## src/rtl/logic_unit_pipe.sv

```systemverilog
// Two-stage valid/ready bitwise logic unit with a wrapping delivered-result counter.
// Optional reduction outputs (reduce_o) are built when LOGIC_UNIT_REDUCE_EN is defined.
module logic_unit_pipe #(
  parameter int WIDTH = 16,
  parameter int CNT_W = 8
) (
  input  logic             clk_i,
  input  logic             rst_i,
  input  logic [WIDTH-1:0] A_i,
  input  logic [WIDTH-1:0] B_i,
  input  logic [2:0]       op_i,
  input  logic             valid_i,
  output logic             ready_o,
  output logic [WIDTH-1:0] Y_o,
  output logic             zero_o,
  output logic             valid_o,
  input  logic             ready_i,
  output logic [CNT_W-1:0] count_o
`ifdef LOGIC_UNIT_REDUCE_EN
  ,
  output logic [1:0]       reduce_o
`endif
);

  function automatic logic [WIDTH-1:0] apply_op(input logic [2:0] op,
                                                input logic [WIDTH-1:0] a,
                                                input logic [WIDTH-1:0] b);
    logic [WIDTH-1:0] r;
    case (op)
      3'b000:  r = a & b;
      3'b001:  r = ~(a & b);
      3'b010:  r = a | b;
      3'b011:  r = ~(a | b);
      3'b100:  r = a ^ b;
      3'b101:  r = ~(a ^ b);
      3'b110:  r = ~a;
      3'b111:  r = a;
      default: r = a;
    endcase
    return r;
  endfunction

  function automatic logic parity_of(input logic [WIDTH-1:0] v);
    return ^v;
  endfunction

  logic             s1_valid_q, s1_valid_d;
  logic [WIDTH-1:0] s1_a_q, s1_a_d;
  logic [WIDTH-1:0] s1_b_q, s1_b_d;
  logic [2:0]       s1_op_q, s1_op_d;
  logic             s2_valid_q, s2_valid_d;
  logic [WIDTH-1:0] y_q, y_d;
  logic             zero_q, zero_d;
  logic [CNT_W-1:0] cnt_q, cnt_d;
  logic [WIDTH-1:0] res_s;
  logic             s2_free_s, s1_adv_s, in_xfer_s, out_xfer_s;
`ifdef LOGIC_UNIT_REDUCE_EN
  logic [1:0]       red_q, red_d;
`endif

  // Handshake: stage 1 may advance whenever stage 2 is empty or draining.
  always_comb begin
    s2_free_s  = !s2_valid_q | ready_i;
    s1_adv_s   = s1_valid_q & s2_free_s;
    ready_o    = !rst_i & (!s1_valid_q | s2_free_s);
    in_xfer_s  = valid_i & ready_o;
    out_xfer_s = s2_valid_q & ready_i;
  end

  // Stage 1 next state: capture operands on an input transfer.
  always_comb begin
    s1_valid_d = s1_valid_q;
    s1_a_d     = s1_a_q;
    s1_b_d     = s1_b_q;
    s1_op_d    = s1_op_q;
    if (in_xfer_s) begin
      s1_valid_d = 1'b1;
      s1_a_d     = A_i;
      s1_b_d     = B_i;
      s1_op_d    = op_i;
    end else if (s1_adv_s) begin
      s1_valid_d = 1'b0;
    end else begin
      s1_valid_d = s1_valid_q;
    end
  end

  // Stage 2 next state: compute on advance, otherwise hold result stable.
  always_comb begin
    res_s      = apply_op(s1_op_q, s1_a_q, s1_b_q);
    s2_valid_d = s2_valid_q;
    y_d        = y_q;
    zero_d     = zero_q;
`ifdef LOGIC_UNIT_REDUCE_EN
    red_d      = red_q;
`endif
    if (s1_adv_s) begin
      s2_valid_d = 1'b1;
      y_d        = res_s;
      zero_d     = (res_s == '0);
`ifdef LOGIC_UNIT_REDUCE_EN
      red_d      = {parity_of(res_s), &res_s};
`endif
    end else if (out_xfer_s) begin
      s2_valid_d = 1'b0;
    end else begin
      s2_valid_d = s2_valid_q;
    end
    if (out_xfer_s) begin
      cnt_d = cnt_q + CNT_W'(1);
    end else begin
      cnt_d = cnt_q;
    end
  end

  // Pipeline and counter registers.
  always_ff @(posedge clk_i or posedge rst_i) begin
    if (rst_i) begin
      s1_valid_q <= 1'b0;
      s1_a_q     <= '0;
      s1_b_q     <= '0;
      s1_op_q    <= 3'b000;
      s2_valid_q <= 1'b0;
      y_q        <= '0;
      zero_q     <= 1'b0;
      cnt_q      <= '0;
`ifdef LOGIC_UNIT_REDUCE_EN
      red_q      <= 2'b00;
`endif
    end else begin
      s1_valid_q <= s1_valid_d;
      s1_a_q     <= s1_a_d;
      s1_b_q     <= s1_b_d;
      s1_op_q    <= s1_op_d;
      s2_valid_q <= s2_valid_d;
      y_q        <= y_d;
      zero_q     <= zero_d;
      cnt_q      <= cnt_d;
`ifdef LOGIC_UNIT_REDUCE_EN
      red_q      <= red_d;
`endif
    end
  end

  assign Y_o     = y_q;
  assign zero_o  = zero_q;
  assign valid_o = s2_valid_q;
  assign count_o = cnt_q;
`ifdef LOGIC_UNIT_REDUCE_EN
  assign reduce_o = red_q;
`endif

endmodule

```

## config.mk

```make
export PLATFORM = sky130hd
export DESIGN_NAME = logic_unit_pipe
export DESIGN_NICKNAME = d
export VERILOG_FILES = /design/src/rtl/logic_unit_pipe.sv
export SDC_FILE = /design/constraint.sdc
export NUM_CORES = 1
export LEC_CHECK = 0
export ABC_CLOCK_PERIOD_IN_PS = 2590
export CAP_MARGIN = 20
export CORE_AREA = 3 3 90 92
export DETAILED_ROUTE_END_ITERATION = 12
export DIE_AREA = 0 0 93 95
export PLACE_DENSITY = 0.79
export SYNTH_ARGS = -nofsm -noshare
export SYNTH_HDL_FRONTEND = slang
export SYNTH_SLANG_ARGS = --single-unit
```

## constraint.sdc

```tcl
create_clock -name clk_i -period 2.59 [get_ports clk_i]
set_input_delay 0.259 -clock clk_i [delete_from_list [all_inputs] [get_ports clk_i]]
set_output_delay 0.259 -clock clk_i [all_outputs]
set_load 0.005 [all_outputs]
```

# Word level (Yosys, flattened, before mapping)
# Cells that the tools add are included.
# W data, S select, Z words.
# op_classes
div_mod_pow,0
mul,0
bitwise,13
order_cmp,0
muxes,5
add_sub_neg,1
n_reduce_logical,7
eq_ne,7
n_shift,0
# op_table
cell,n
$pmux W16 S8,1
$not A16 Y16,4
$and A16 B16 Y16,1
$logic_not A16 Y1,1
$or A16 B16 Y16,1
$xor A16 B16 Y16,1
$eq A3 B3 Y1 const B,4
$add A8 B1 Y8 const B,1
$eq A3 B2 Y1 const B,2
$and A1 B1 Y1,4
$mux W1,4
$reduce_bool A2 Y1,2
$eq A3 B1 Y1 const B,1
$logic_not A1 Y1,3
$logic_not A3 Y1,1
$or A1 B1 Y1,2
# word_totals
input_bits,39
latch_bits,0
n_memories,0
elab_cells,41
reg_bits,62
mem_bits_ro,0
ramBits,0
out_inout_bits,27

# Depth between registers and ports, before layout
# Gate-level depths: netlist (run 1).
# logic_depth
ltp_word,6
depth_mapped,8
ltp_nobuf,8

# Worst setup path before layout (run 1)
# Ideal clock, no wire load.
# synth_timing
path_kind,flip-flop to flip-flop
start,register s1_a_q[2]
end,"register zero_q, in the netlist zero_o"
required_ns,2.524
path_buffers,0
setup_slack_ns,0.235
setup_time_ns,0.066
period_less_slack_ns,2.355
path_stages_with_launch,8
arrival_ns,2.289
path_cell_list,dfrtp_1 clkinv_1 ha_1 mux4_2 xnor2_1 or4_1 a2111oi_2 a32o_2
# synth_between
elab_chain_len,4
word_cells_on_any_way,9
cone_classes,mux: 1; bitwise: 7; reduce/logical: 1
# synth_lines
element,line,rtl
start: declaration,48,"logic [WIDTH-1:0] s1_a_q, s1_a_d;"
start signal: assignment,120,s1_a_q <= '0;
start signal: assignment,132,s1_a_q <= s1_a_d;
$xor A16 B16 Y16 (tied with other cells),"34, 35",
$not A16 Y16 (on tied branches),"35, 31, 33",
$pmux W16 S8 *,29,case (op)
$logic_not A16 Y1 *,100,zero_d = (res_s == '0);
end signal: assignment,137,zero_q <= zero_d;
end: declaration,53,"logic zero_q, zero_d;"
# Mark *: on every way between the ends. The rest lies on a longest branch, timed or not.
# A chain may end at the register's enable or synchronous reset.

# Final worst setup path (run 1)
# Ends and elaborated chain as after synthesis.

==> key figures, run 1 <==
Logic synthesis
  – FFs w/ async S/R, synth: 1.000
  – Synthesized area: 0.003642 mm2
  – Post-synth top cells: dfrtp_1 (62), inv_1 (47), mux2_2 (40)
  – Synth area leader: dfrtp_1
  – Top-count cell post-synth: dfrtp_1
  – Main area contributors after synthesis: dfrtp_1 (43%), mux2_2 (12%), ha_1 (11%)
  – Post-synth cell types: 34
  – Synth Instances: 321
  – Post-synth EDFFs: 0
  – Flops & latches, synth: 62
  – Seq/Total Area, Yosys: 0.4260
  – Yosys top cell area share: 0.4260
  – Syn Nets: 393
  – Synth Warn #: 0
  – Post-synth top flop: dfrtp_1
  – Synth Area per Inst: 11.35 um2

Global routing
  – First-pass GRT wire length: 11.59 mm
  – Initial antenna violation count: 0
  – GRT Util Overall: 0.1708
  – Total grt overflow: 0
  – Vias in the first global route: 2483
  – Largest net degree at the start of global routing: 37

Clocking
  – Clock Sinks: 62
  – Clock Pin Slew Worst Setup and Hold Paths: 70 ps
  – H-Tree Depth: 3
  – # hold bufs at CTS: 0
  – Worst-Skew Late Latency: 340 ps
  – Cts bufs inserted: 9
  – CTS tree: yes
  – CTS root buf: clkbuf_8
  – Longest Clk Path Bufs: 2

Die
  – Num rows: 31
  – Number of top-level pins: 66
  – Initial Utilization: 0.4995
  – Die Footprint: 0.008835 mm2
  – Die X: 93 um
  – Die Ht: 95 um
  – Core area: 0.007292 mm2

Setup path
  – Critical path data required time: 2870 ps
  – Worst EP arrival: 2770 ps
  – Critical path endpoint category: flip-flop
  – Worst setup SP type: flip-flop
  – Crit path from: s1_a_q[2]
  – Worst reg2reg setup slack: 100 ps
  – Stages on the worst setup path: 7
  – CP max-delay cell: or4_4
  – Worst r2r src: s1_a_q[2]
  – Critical path type: flip-flop to flip-flop
  – Slowest stage delay, CP: 550 ps
  – Crit-path leading delay family: simple AND/OR/NAND/NOR gates
  – Crit path to: zero_o
  – Reg2reg end: zero_o
  – Reg2reg path depth: 7
  – Crit-path max FO: 3
  – Critical Path, Cell by Cell: clkinv_1, ha_1, mux4_2, xnor2_1, or4_4, a2111oi_4, a32o_2
  – Bufs and invs on worst path: 1

Timing
  – Slew Limit Headroom: 0.6109
  – FMAX: 402.1 MHz
  – Period Utilization, post-route: 0.9602
  – Setup violators final: 0
  – Final hold violation count: 0
  – Worst hold slack: 306.3 ps
  – Slew Viols, Final: 0
  – Worst Tran Pin Value: 582.2 ps
  – Final Critical Period: 2487 ps
  – Fin Clk Skew: 5.924 ps

Detailed routing
  – Vias per cell: 4.948
  – DR vias: 2454
  – Drt total wl: 6.955 mm
  – Number of DRC violations after detailed-routing iteration 0: 42
  – Post-route DRC: 0
  – Wire length per cell: 14.02 um
  – DRT Pass-1 Iters: 4
  – ANT nets after route: 0

Placement
  – Dpl cells: 478
  – Port Buffers: 65
  – RD Place Congestion: 0.7740
  – DP HPWL: 5.223 mm

Power
  – Cell Pwr Density: 829.2 mW/mm2
  – Comb pwr share: 0.367
  – LEAKAGE: 2.138 nW
  – Pint: 2.706 mW
  – Switching Share: 0.3020
  – NetSw: 1.171 mW
  – Sequential share of power: 0.370
  – Clock power share: 0.263
  – Worst vdd ir: 0.0003324 V
  – Tot Pwr: 3.876 mW

Final layout
  – P&R area growth vs syn: 28.34%
  – Fin cells: 496
  – Final #Nets: 464
  – N_diodes: 0
  – Layout cells sized above 1: 0.1965
  – Share of the core filled with cells: 0.6410

Min path
  – HP Class: input port to async pin

Status
  – Status: finished, final reports clean

Job
  – Max Cap Viol: 0
flip-flops by register name (all words and copies together), names as in the netlist:
name and count:
Y_o 16, s1_a_q 16, s1_valid_q 1, s1_b_q 16, zero_o 1, valid_o 1, s1_op_q 3, count_o 8
logic make-up (layout without fill, tap and decap cells):
kind of cell,Yosys count,after routing,share of synthesized area
flip-flops,62,62,0.4260
buffers and inverters,62,138,0.06767
AO/OA/AOI/OAI,27,27,0.04466
adder cells (fa/ha/maj),33,33,0.1134
AND/OR/NAND/NOR,54,54,0.06802
XOR/XNOR,26,26,0.06252
multiplexers,57,57,0.2178
how the worst min path moves through the flow:
stage / from / end / slack [ps]
after floorplan: A_i[0] / s1_a_q[0] / 410
after global placement: count_o[7] / count_o[7] / 460
after detailed placement: count_o[7] / count_o[7] / 470
after CTS: rst_i / count_o[4] / 320
after global routing: rst_i / count_o[2] / 370
final: rst_i / count_o[2] / 310
final cells by class:
class / instances / area, um2
clock buffer: 9 / 123.9
clock inverter: 7 / 112.6
fill: 631 / 2618
inverter: 49 / 186.4
multi-input combinational: 197 / 1864
sequential: 62 / 1553
tap: 99 / 123.9
timing repair buffer: 73 / 710.7
power by group through the flow:
stage	registers [mW]	logic [mW]	clock network [mW]
4_1_cts	1.44	1.41	1.03
3_3_place_gp	1.44	1.34	0
3_5_place_dp	1.46	1.39	0
6_report	1.43	1.42	1.02
2_1_floorplan	1.42	0.831	0
5_1_grt	1.47	1.58	1.07
worst reg2reg max path, cell delays in order (launching register included):
cell and delay (ps):
dfrtp_1 380, clkinv_1 90, ha_1 290, mux4_2 470, xnor2_1 160, or4_4 550
a2111oi_4 280, a32o_2 210
per-layer routing:
| layer | vias up | wire (um) | global-route usage |
|---|---|---|---|
| met5 | - | 0 | 0 |
| li1 | 1222 | - | - |
| met4 | 0 | 135 | 0.07570 |
| met1 | 1170 | 3058 | 0.2118 |
| met2 | 50 | 3433 | 0.2831 |
| met3 | 12 | 328 | 0.04303 |
cell usage in the layout (no fill, tap or decap), types with 4 or more instances in the layout:
cell             count
o21ai_0             16
buf_4                8
inv_1               46
mux4_2               7
mux4_1               5
clkbuf_8             9
nor2_1               7
mux2i_1              5
dfrtp_1             61
a21oi_1              5
mux2_2              40
nand3_1              7
xnor2_1             21
xor2_1               4
clkdlybuf4s50_1     65
nand2_1             26
ha_1                33
repair_timing:
action                     CTS  global route
setup buffers                0             2
setup endpoints to repair    0             1
resized for setup            0             5
through the flow:
step | area, um2 | TNS [ps] | worst slack (ps)
after floorplan | 3642 | 0 | 235.2
after global placement | 4402 | 0 | 167.0
after detailed placement | 4402 | 0 | 59.96
after CTS | 4638 | 0 | 42.77
after global routing | 4674 | -8.240 | -8.240
final | 4674 | 0 | 103.1
Note: power is estimated with default switching activity, not from simulation.
==> run 2, diff against run 1 <==
--- a/config.mk
+++ b/config.mk
@@ -5,11 +5,11 @@
 export SDC_FILE = /design/constraint.sdc
 export NUM_CORES = 1
 export LEC_CHECK = 0
-export ABC_CLOCK_PERIOD_IN_PS = 2590
+export ABC_CLOCK_PERIOD_IN_PS = 2000
 export CAP_MARGIN = 20
-export CORE_AREA = 3 3 90 92
+export CORE_AREA = 3 3 92 94
 export DETAILED_ROUTE_END_ITERATION = 12
-export DIE_AREA = 0 0 93 95
+export DIE_AREA = 0 0 95 97
 export PLACE_DENSITY = 0.79
 export SYNTH_ARGS = -nofsm -noshare
 export SYNTH_HDL_FRONTEND = slang
==> constraint.sdc (replaced) <==
create_clock -name clk_i -period 2 [get_ports clk_i]
set_input_delay 0.2 -clock clk_i [delete_from_list [all_inputs] [get_ports clk_i]]
set_output_delay 0.2 -clock clk_i [all_outputs]
set_load 0.005 [all_outputs]
==> run 2 against run 1 <==
The run now ends with negative setup slack left. Die area increased by 4.3%. Non-clock buffer count grew 13. Flip-flop and latch count unchanged. Power rose by 36%. Routed wire length rose by 5.2%. Sequential power grew 30%. Fmax increased by 2.3%. Sequential share of layout area fell by 1.5 points. Largest cell class unchanged.
==> key figures, run 2 (synthesis gave the netlist of run 1 again) <==
Status
  – Status: finished with violations (was finished, final reports clean)
  – Failing checks: negative setup slack

Global routing
  – Total grt overflow: 0 (unchanged)
  – Initial antenna violation count: 0 (unchanged)
  – Largest net degree at the start of global routing: 37 (unchanged)
  – Vias in the first global route: 2687 (was 2483)
  – First-pass GRT wire length: 12.17 mm (was 11.59 mm)
  – GRT Util Overall: 0.1700 (was 0.1708)

Final layout
  – P&R area growth vs syn: 34.59% (was 28.34%)
  – Layout cells sized above 1: 0.2567 (was 0.1965)
  – N_diodes: 0 (unchanged)
  – Share of the core filled with cells: 0.6344 (was 0.6410)
  – Design Area, Final: 0.004902 mm2 (was 0.004674 mm2)
  – Fin cells: 511 (was 496)
  – Final #Nets: 477 (was 464)
  – Most common cell after layout, fill and taps aside: clkdlybuf4s50_1 (unchanged)
  – Most used cells in the layout excluding fill and tap cells: clkdlybuf4s50_1 (65), dfrtp_1 (61), inv_1 (41) (was clkdlybuf4s50_1 (65), dfrtp_1 (61), inv_1 (46))

Power
  – Cell Pwr Density: 1079 mW/mm2 (was 829.2 mW/mm2)
  – Worst vdd ir: 0.0004542 V (was 0.0003324 V)
  – LEAKAGE: 2.235 nW (was 2.138 nW)
  – NetSw: 1.541 mW (was 1.171 mW)
  – Switching Share: 0.2913 (was 0.3020)
  – Clock power share: 0.263 (about the same)
  – Sequential share of power: 0.351 (was 0.370)
  – Comb pwr share: 0.386 (was 0.367)
  – Pint: 3.748 mW (was 2.706 mW)

Timing
  – Unrepaired setup endpoints after global routing: yes
  – Setup violators final: 1 (was 0)
  – Worst Tran Pin Value: 502.6 ps (was 582.2 ps)
  – Final hold violation count: 0 (unchanged)
  – FMAX: 411.2 MHz (was 402.1 MHz)
  – Sum Neg Setup Slack: -432.0 ps (was 0 ps)
  – Final worst setup slack: -432.0 ps (was 103.1 ps)
  – Slew Viols, Final: 0 (unchanged)
  – Final Critical Period: 2432 ps (was 2487 ps)
  – Slew Limit Headroom: 0.6645 (was 0.6109)
  – Period Utilization, post-route: 1.216 (was 0.9602)
  – Fin Clk Skew: 9.764 ps (was 5.924 ps)

Detailed routing
  – Vias per cell: 4.977 (was 4.948)
  – Number of DRC violations after detailed-routing iteration 0: 158 (was 42)
  – ANT nets after route: 0 (unchanged)
  – Wire length per cell: 14.32 um (was 14.02 um)
  – Drt total wl: 7.320 mm (was 6.955 mm)
  – DRT Pass-1 Iters: 4 (unchanged)
  – Post-route DRC: 0 (unchanged)
  – DR vias: 2543 (was 2454)

Die
  – Die Ht: 97 um (was 95 um)
  – Initial Utilization: 0.4713 (was 0.4995)
  – Core area: 0.007727 mm2 (was 0.007292 mm2)
  – Num rows: 32 (was 31)
  – Die Footprint: 0.009215 mm2 (was 0.008835 mm2)
  – Number of top-level pins: 66 (unchanged)
  – Die X: 95 um (was 93 um)

Clocking
  – # hold bufs at CTS: 0 (unchanged)
  – Longest Clk Path Bufs: 2 (unchanged)
  – CTS root buf: clkbuf_8 (unchanged)
  – Cts bufs inserted: 9 (unchanged)
  – Clock Sinks: 62 (unchanged)
  – H-Tree Depth: 3 (unchanged)
  – CTS tree: yes (unchanged)
  – Clock Pin Slew Worst Setup and Hold Paths: 70 ps (about the same)
  – Worst-Skew Late Latency: 340 ps (about the same)

Setup path
  – Slowest stage delay, CP: 550 ps (about the same)
  – Crit-path leading delay family: simple AND/OR/NAND/NOR gates (unchanged)
  – Crit-path max FO: 3 (unchanged)
  – CP max-delay cell: or4_4 (unchanged)
  – Critical path endpoint category: flip-flop (unchanged)
  – Critical Path, Cell by Cell: inv_2, ha_4, mux4_2, xnor2_2, or4_4, a2111oi_4, a32o_2 (was clkinv_1, ha_1, mux4_2, xnor2_1, or4_4, a2111oi_4, a32o_2)
  – Critical path type: flip-flop to flip-flop (unchanged)
  – Critical path data required time: 2280 ps (was 2870 ps)
  – Worst setup SP type: flip-flop (unchanged)
  – Worst EP arrival: 2710 ps (was 2770 ps)
  – Bufs and invs on worst path: 1 (unchanged)

Placement
  – Port Buffers: 65 (unchanged)
  – Dpl cells: 495 (was 478)
  – Post-placement setup slack: -410.4 ps (was 59.96 ps)
  – DP HPWL: 5.629 mm (was 5.223 mm)
  – DP Area: 0.004541 mm2 (was 0.004402 mm2)
  – RD Place Congestion: 0.8908 (was 0.7740)

Min path
  – HP Class: input port to async pin (unchanged)

Job
  – Max Cap Viol: 0 (unchanged)
==> run 2: power groups by stage <==
stage                     sequential, mW  clock [mW]  combinational [mW]
after floorplan                     1.83           0                1.08
after global placement              1.85           0                1.86
after detailed placement            1.88           0                1.96
after CTS                           1.86        1.42                1.97
after global routing                1.91        1.49                2.27
final                               1.86        1.39                2.04
==> run 2: stage by stage <==
| step | hold WS (ps) | total power, mW |
|---|---|---|
| final | 226.6 | 5.289 |
| after detailed placement | 471.4 | 3.840 |
| after floorplan | 350.6 | 2.915 |
| after CTS | 231.9 | 5.249 |
| after global routing | 284.9 | 5.665 |
| after global placement | 459.9 | 3.718 |
==> run 2: path summary, 6_finish.rpt <==
path,startpoint,end,slack [ps],depth (start not counted)
setup / recovery,s1_b_q[6],zero_o,-430,7
hold / removal,rst_i,Y_o[6],230,2
setup reg to reg,s1_b_q[6],zero_o,-430,7
hold reg to reg,Y_o[11],Y_o[11],480,2
max in group asynchronous,rst_i,s1_op_q[1],1260,3
min in group clk_i,B_i[2],s1_b_q[2],470,2
==> run 2: per-layer routing <==
metal | up-vias | GRT usage | wire, um
met5 | - | 0 | 0
met4 | 0 | 0.06770 | 144
met3 | 15 | 0.04510 | 342
met2 | 61 | 0.2831 | 3831
met1 | 1225 | 0.2070 | 3002
li1 | 1242 | - | -
==> run 2: layout make-up <==
type	count	area [um2]
well taps	102	127.6
flip-flops and latches	62	1553
clock buffers	12	165.2
fillers	597	2825
repair buffers	86	860.8
clock inverters	3	90.09
multi-input cells	197	1919
inverters	49	186.4
==> run 2: timing repair <==
item	CTS	global route
endpoints found under the setup margin	3	3
buffers inserted	0	1
resized for setup	2	20
pin swaps	1	7
gates cloned	0	0
==> run 3, diff against run 2 <==
--- a/config.mk
+++ b/config.mk
@@ -11,6 +11,7 @@
 export DETAILED_ROUTE_END_ITERATION = 12
 export DIE_AREA = 0 0 95 97
 export PLACE_DENSITY = 0.79
+export SLEW_MARGIN = 10
 export SYNTH_ARGS = -nofsm -noshare
 export SYNTH_HDL_FRONTEND = slang
 export SYNTH_SLANG_ARGS = --single-unit
==> results of run 3 <==
Final layout, timing and power as in run 2 (identical DEF).
